## config.mk

```make
export PLATFORM = sky130hd
export DESIGN_NAME = bird_motion
export DESIGN_NICKNAME = d
export VERILOG_FILES = /design/src/rtl/bird_motion.sv
export SDC_FILE = /design/constraint.sdc
export NUM_CORES = 1
export LEC_CHECK = 0
export ABC_CLOCK_PERIOD_IN_PS = 3950
export CAP_MARGIN = 25
export CORE_AREA = 2 2 103 105
export DETAILED_ROUTE_END_ITERATION = 12
export DIE_AREA = 0 0 105 107
export GPL_ROUTABILITY_DRIVEN = 0
export PLACE_DENSITY_LB_ADDON = 0.2
export SLEW_MARGIN = 20
export SYNTH_ARGS = -nofsm -noshare
export SYNTH_HDL_FRONTEND = slang
export SYNTH_SLANG_ARGS = --single-unit
```

## constraint.sdc

```tcl
create_clock -name clk -period 3.95 [get_ports clk]
set_input_delay 1.185 -clock clk [delete_from_list [all_inputs] [get_ports clk]]
set_output_delay 1.185 -clock clk [all_outputs]
set_load 0.01 [all_outputs]
```

## src/rtl/bird_motion.sv

```systemverilog
// bird_motion -- vertical-motion controller for the Flappy Bird bird.
//
// Keeps track of the bird's row. On each game tick it applies flap impulses
// and gravity. It also decodes the row into a one-hot ROWS x COLS bitmap,
// which feeds both the display and the collision logic.
//
// Optional feature macro: BIRD_FLOOR_KILL_EN
//   defined   -> a fall onto the floor row enters DEAD; dead=1 until reset.
//   undefined -> no DEAD state, dead tied 0, bird rests on the floor.
//
// Ports:
//   clk       system clock
//   reset     synchronous, active-high reset
//   tick      game-step strobe, one clk wide
//   flap      player button (level); edge-detected internally
//   position  [ROWS-1:0][COLS-1:0] bitmap, only [bird_row][BIRD_COL] set
//   bird_row  current row (0 = top)
//   at_top    bird_row == 0
//   at_floor  bird_row == ROWS-1
//   dead      game over (macro build only, else 0)
module bird_motion #(
  parameter int ROWS      = 16,
  parameter int COLS      = 16,
  parameter int BIRD_COL  = 11,
  parameter int START_ROW = 7,
  parameter int FALL_DIV  = 2,
  parameter int FLAP_RISE = 3,
  localparam int RW       = $clog2(ROWS)
) (
  input  logic                           clk,
  input  logic                           reset,
  input  logic                           tick,
  input  logic                           flap,
  output logic [ROWS-1:0][COLS-1:0]      position,
  output logic [RW-1:0]                  bird_row,
  output logic                           at_top,
  output logic                           at_floor,
  output logic                           dead
);

  localparam int RCW = $clog2(FLAP_RISE + 1);
  localparam int FCW = $clog2(FALL_DIV + 1);
  localparam logic [RCW-1:0]  RISE_LD  = RCW'(FLAP_RISE - 1);
  localparam logic [FCW-1:0]  FALL_TOP = FCW'(FALL_DIV - 1);
  localparam logic [RW-1:0]   ROW_MAX  = RW'(ROWS - 1);
  localparam logic [RW-1:0]   ROW_INIT = RW'(START_ROW);
  localparam logic [COLS-1:0] COL_MASK = COLS'(1) << BIRD_COL;

  typedef enum logic [1:0] {
    IDLE,
    RISE,
    FALL
`ifdef BIRD_FLOOR_KILL_EN
    , DEAD
`endif
  } state_t;

  state_t         state, state_n;
  logic [RW-1:0]  row_n, row_up, row_dn;
  logic [RCW-1:0] rise_cnt, rise_cnt_n;
  logic [FCW-1:0] fall_cnt, fall_cnt_n;
  logic           flap_q, flap_pend, flap_evt, flap_go;

  // A flap edge landing on the same cycle as a tick counts for that tick.
  assign flap_evt = flap & ~flap_q;
  assign flap_go  = flap_pend | flap_evt;

  // Saturating one-row moves; the row never wraps.
  assign row_up = (bird_row == '0)      ? '0      : bird_row - RW'(1);
  assign row_dn = (bird_row == ROW_MAX) ? ROW_MAX : bird_row + RW'(1);

  always_ff @(posedge clk) begin
    if (reset) begin
      state     <= IDLE;
      bird_row  <= ROW_INIT;
      rise_cnt  <= '0;
      fall_cnt  <= '0;
      flap_q    <= 1'b0;
      flap_pend <= 1'b0;
    end else begin
      state     <= state_n;
      bird_row  <= row_n;
      rise_cnt  <= rise_cnt_n;
      fall_cnt  <= fall_cnt_n;
      flap_q    <= flap;
      // Pending flap survives until the next tick consumes it.
      if (tick)          flap_pend <= 1'b0;
      else if (flap_evt) flap_pend <= 1'b1;
    end
  end

  always_comb begin
    state_n    = state;
    row_n      = bird_row;
    rise_cnt_n = rise_cnt;
    fall_cnt_n = fall_cnt;
    if (tick) begin
      case (state)
        IDLE: begin
          if (flap_go) begin
            state_n    = RISE;
            row_n      = row_up;
            rise_cnt_n = RISE_LD;
          end
        end
        RISE: begin
          if (flap_go) begin
            row_n      = row_up;
            rise_cnt_n = RISE_LD;
          end else if (rise_cnt != '0) begin
            row_n      = row_up;
            rise_cnt_n = rise_cnt - RCW'(1);
          end else begin
            state_n    = FALL;
            fall_cnt_n = '0;
          end
        end
        FALL: begin
          if (flap_go) begin
            state_n    = RISE;
            row_n      = row_up;
            rise_cnt_n = RISE_LD;
            fall_cnt_n = '0;
          end else if (fall_cnt == FALL_TOP) begin
            row_n      = row_dn;
            fall_cnt_n = '0;
`ifdef BIRD_FLOOR_KILL_EN
            if (row_dn == ROW_MAX) state_n = DEAD;
`endif
          end else begin
            fall_cnt_n = fall_cnt + FCW'(1);
          end
        end
        default: ; // DEAD: frozen until reset
      endcase
    end
  end

`ifdef BIRD_FLOOR_KILL_EN
  assign dead = (state == DEAD);
`else
  assign dead = 1'b0;
`endif

  assign at_top   = (bird_row == '0);
  assign at_floor = (bird_row == ROW_MAX);

  for (genvar r = 0; r < ROWS; r++) begin : g_row
    localparam logic [RW-1:0] RI = RW'(r);
    assign position[r] = (bird_row == RI) ? COL_MASK : '0;
  end

endmodule

```

==> results <==
-- Yosys cell counts (2+ instances only) --
| master | count | area (sq um) |
|---|---|---|
| ha_1 | 6 | 75.1 |
| nor4_1 | 2 | 12.5 |
| and2_1 | 13 | 81.3 |
| nor3_1 | 2 | 10.0 |
| nor2b_1 | 7 | 43.8 |
| buf_2 | 2 | 10.0 |
| buf_4 | 243 | 1820 |
| a31oi_1 | 4 | 25.0 |
| dfxtp_1 | 12 | 240 |
| and3_1 | 4 | 25.0 |
| clkbuf_1 | 3 | 11.3 |
| nor2_1 | 5 | 18.8 |
| a21oi_1 | 6 | 30.0 |
| o21ai_0 | 3 | 15.0 |
| nand3_1 | 2 | 10.0 |
| inv_1 | 7 | 26.3 |
| nor3b_1 | 3 | 22.5 |
| nand2_1 | 4 | 15.0 |
| a211oi_1 | 3 | 22.5 |
-- sequential cells by signal, indices dropped and copies added (netlist names) --
signal     count
rise_cnt       2
bird_row       4
flap_pend      1
flap_q         1
state          2
fall_cnt       2
-- metal layers --
layer	track usage [%]	wire [um]	vias to the layer above
li1	-	-	716
met1	6.60	1450	687
met2	9.97	2150	120
met3	1.76	449	5
met4	2.57	58	0
met5	0	0	-
-- report_power, final --
group | internal [uW] | leakage [uW] | switching, uW
clock network | 67.4 | 0.0000216 | 46.3
logic | 41.7 | 0.00117 | 146
registers | 127 | 0.0000981 | 12.7
total | 236 | 0.00129 | 205
-- worst paths after layout --
check,start,endpoint,depth (start not counted)
setup reg to reg,bird_row[0],bird_row[0],5
hold reg to reg,fall_cnt[1],fall_cnt[1],1
setup / recovery,bird_row[0],position[11],4
hold / removal,fall_cnt[1],fall_cnt[1],1
-- kinds of logic (layout without fill, tap and decap cells) --
family | count (synthesis) | count (layout) | share of synthesized area, %
other cells | 1 | 241 | 0.134
simple gates | 52 | 52 | 11.8
buf+inv | 258 | 37 | 67.5
fa+ha+maj | 6 | 6 | 2.69
flops | 12 | 12 | 8.60
mux | 1 | 1 | 0.358
compound gates | 32 | 32 | 8.96
-- per-stage QoR --
stage	total power, uW	utilization [%]	std cells	setup WS, ps
2_1_floorplan	468	-	602	1300
3_3_place_gp	325	22.5	514	717
3_5_place_dp	324	22.5	514	632
4_1_cts	443	22.9	517	341
5_1_grt	480	22.9	517	217
6_report	441	22.9	517	400
-- area by class of cell --
type	instances	area [sq um]	area share (%)
clock buffers	3	41.3	1.79
inverters	8	30.0	1.30
multi-input cells	332	1570	68.0
flip-flops and latches	12	240	10.4
well taps	136	170	7.37
repair buffers	26	258	11.2
==> run summary <==
### Detailed routing
- 4 — TritonRoute pass-1 iters
- 1528 — vias after detailed routing
- 0 — number of remaining DRC errors
- 7.94 um — average wire per standard cell
- 2.96 — Vias per Instance
- 4110 um — Final Routed Wirelength
- 0 — Final ANT Viol Nets
- 60 — number of violations reported at the end of detailed-routing iteration 0

### Clock network
- clkbuf_8 — cell at the root of the clock tree
- 3 — number of buffers created by CTS
- 0 — number of resized instances in the post-cts repair step
- 0 — number of buffers inserted to repair setup after CTS
- 2 — number of buffers on the longest clock path
- 50 ps — clock slew at reported path FFs
- 0 — number of hold buffers added after cts
- 12 — total number of clock tree sinks
- 240 ps — Worst-Skew Late Latency
- 1 — CTS H-tree lvls
- built — CTS tree

### Power and ir drop
- 0.0604 mV — worst vdd rail ir drop
- 191 nW/um^2 — power density over the cells
- 0.00129 uW — Static Leak

### Layout
- 2.89% — fraction of final layout cells with drive strength greater than 1
- -17.3% — Area Overhead vs Synth
- 2310 sq um — final design area excluding fillers
- 393 — total number of nets in the final design
- conb_1 — most frequent standard cell in the layout excluding fill and tap cells
- 0 — antenna cells
- 1146 — count of filler cells inserted in the layout
- 241 x conb_1, 25 x clkdlybuf4s50_1, 13 x and2_1 — commonest cells after routing, fill and taps aside

### STA
- false — unrepaired setup endpoints after global routing
- 0 — final number of setup-violating endpoints
- 1.76 ps — Final Skew
- 690 ps — Least-Margin Pin Slew
- 0 — Max Transition Viols Final
- 53.9% — worst relative slew slack
- 0 — Hold Fails Final Rpt
- 3550 ps — final critical path time including I/O delays and setup
- 89.9% — Final period util
- 0 ps — Fin Setup TNS
- 282 MHz — highest attainable clock frequency
- 467 ps — worst hold margin

### Worst setup path
- buffers and inverters — family with the most delay on the worst path
- 1970 ps — worst setup slack for register-to-register paths
- 2 — Critical path buffers and inverters
- clkdlybuf4s50_1 — library cell contributing the largest single delay on the critical path
- 2760 ps — data required time at the worst endpoint
- register to output port — path type of the worst setup path
- 2370 ps — WP data arrival
- 690 ps — delay of the slowest critical-path stage
- output port — critical path endpoint category
- 9 — largest fanout on the critical path
- register — sort of element at the start of the critical path
- inv_1 > ha_1 > nor3b_1 > clkdlybuf4s50_1 — ordered cell list for the critical path

### Floorplan
- 37 — row cnt
- 107 um — Die Height
- 10100 sq um — standard cell core area
- 267 — IO Count
- 105 um — Horiz. Die Dim
- 27.7% — starting density of the core
- 11200 sq um — area of the die

### Global routing
- 5060 um — wire length of the first global-routing pass
- 5.79% — overall routing resource usage
- 0 — GRT overflow
- 948 — via count of the first global-routing pass
- 0 — number of antenna violations at the first check in global routing
- 17 — largest net degree at the start of global routing

### Synth
- 8.60% — part of the Yosys area used for sequential elements
- 362 — Synth Instances
- 7.71 sq um — average footprint of a synthesized cell
- 0 — total number of yosys warnings
- 0 — Post-synth EDFFs
- 12 — number of register bits inferred by synthesis
- 0% — share of synthesized flip-flops with an asynchronous set or reset
- dfxtp_1 — top flip-flop cell by instance count after synthesis
- 2790 sq um — netlist area before placement
- 50 — unique cell type count in the Yosys netlist

### Place
- 3450 um — detailed-placement wirelength estimate
- 2270 sq um — post-place instance area
- 25 — Port Buffers

### Run
- 0 — Max Cap Viol

### Hold path
- register to register — class of the tightest hold or removal check

### Outcome
- finished, final reports clean — outcome

Power figures use the tool's default switching activity.
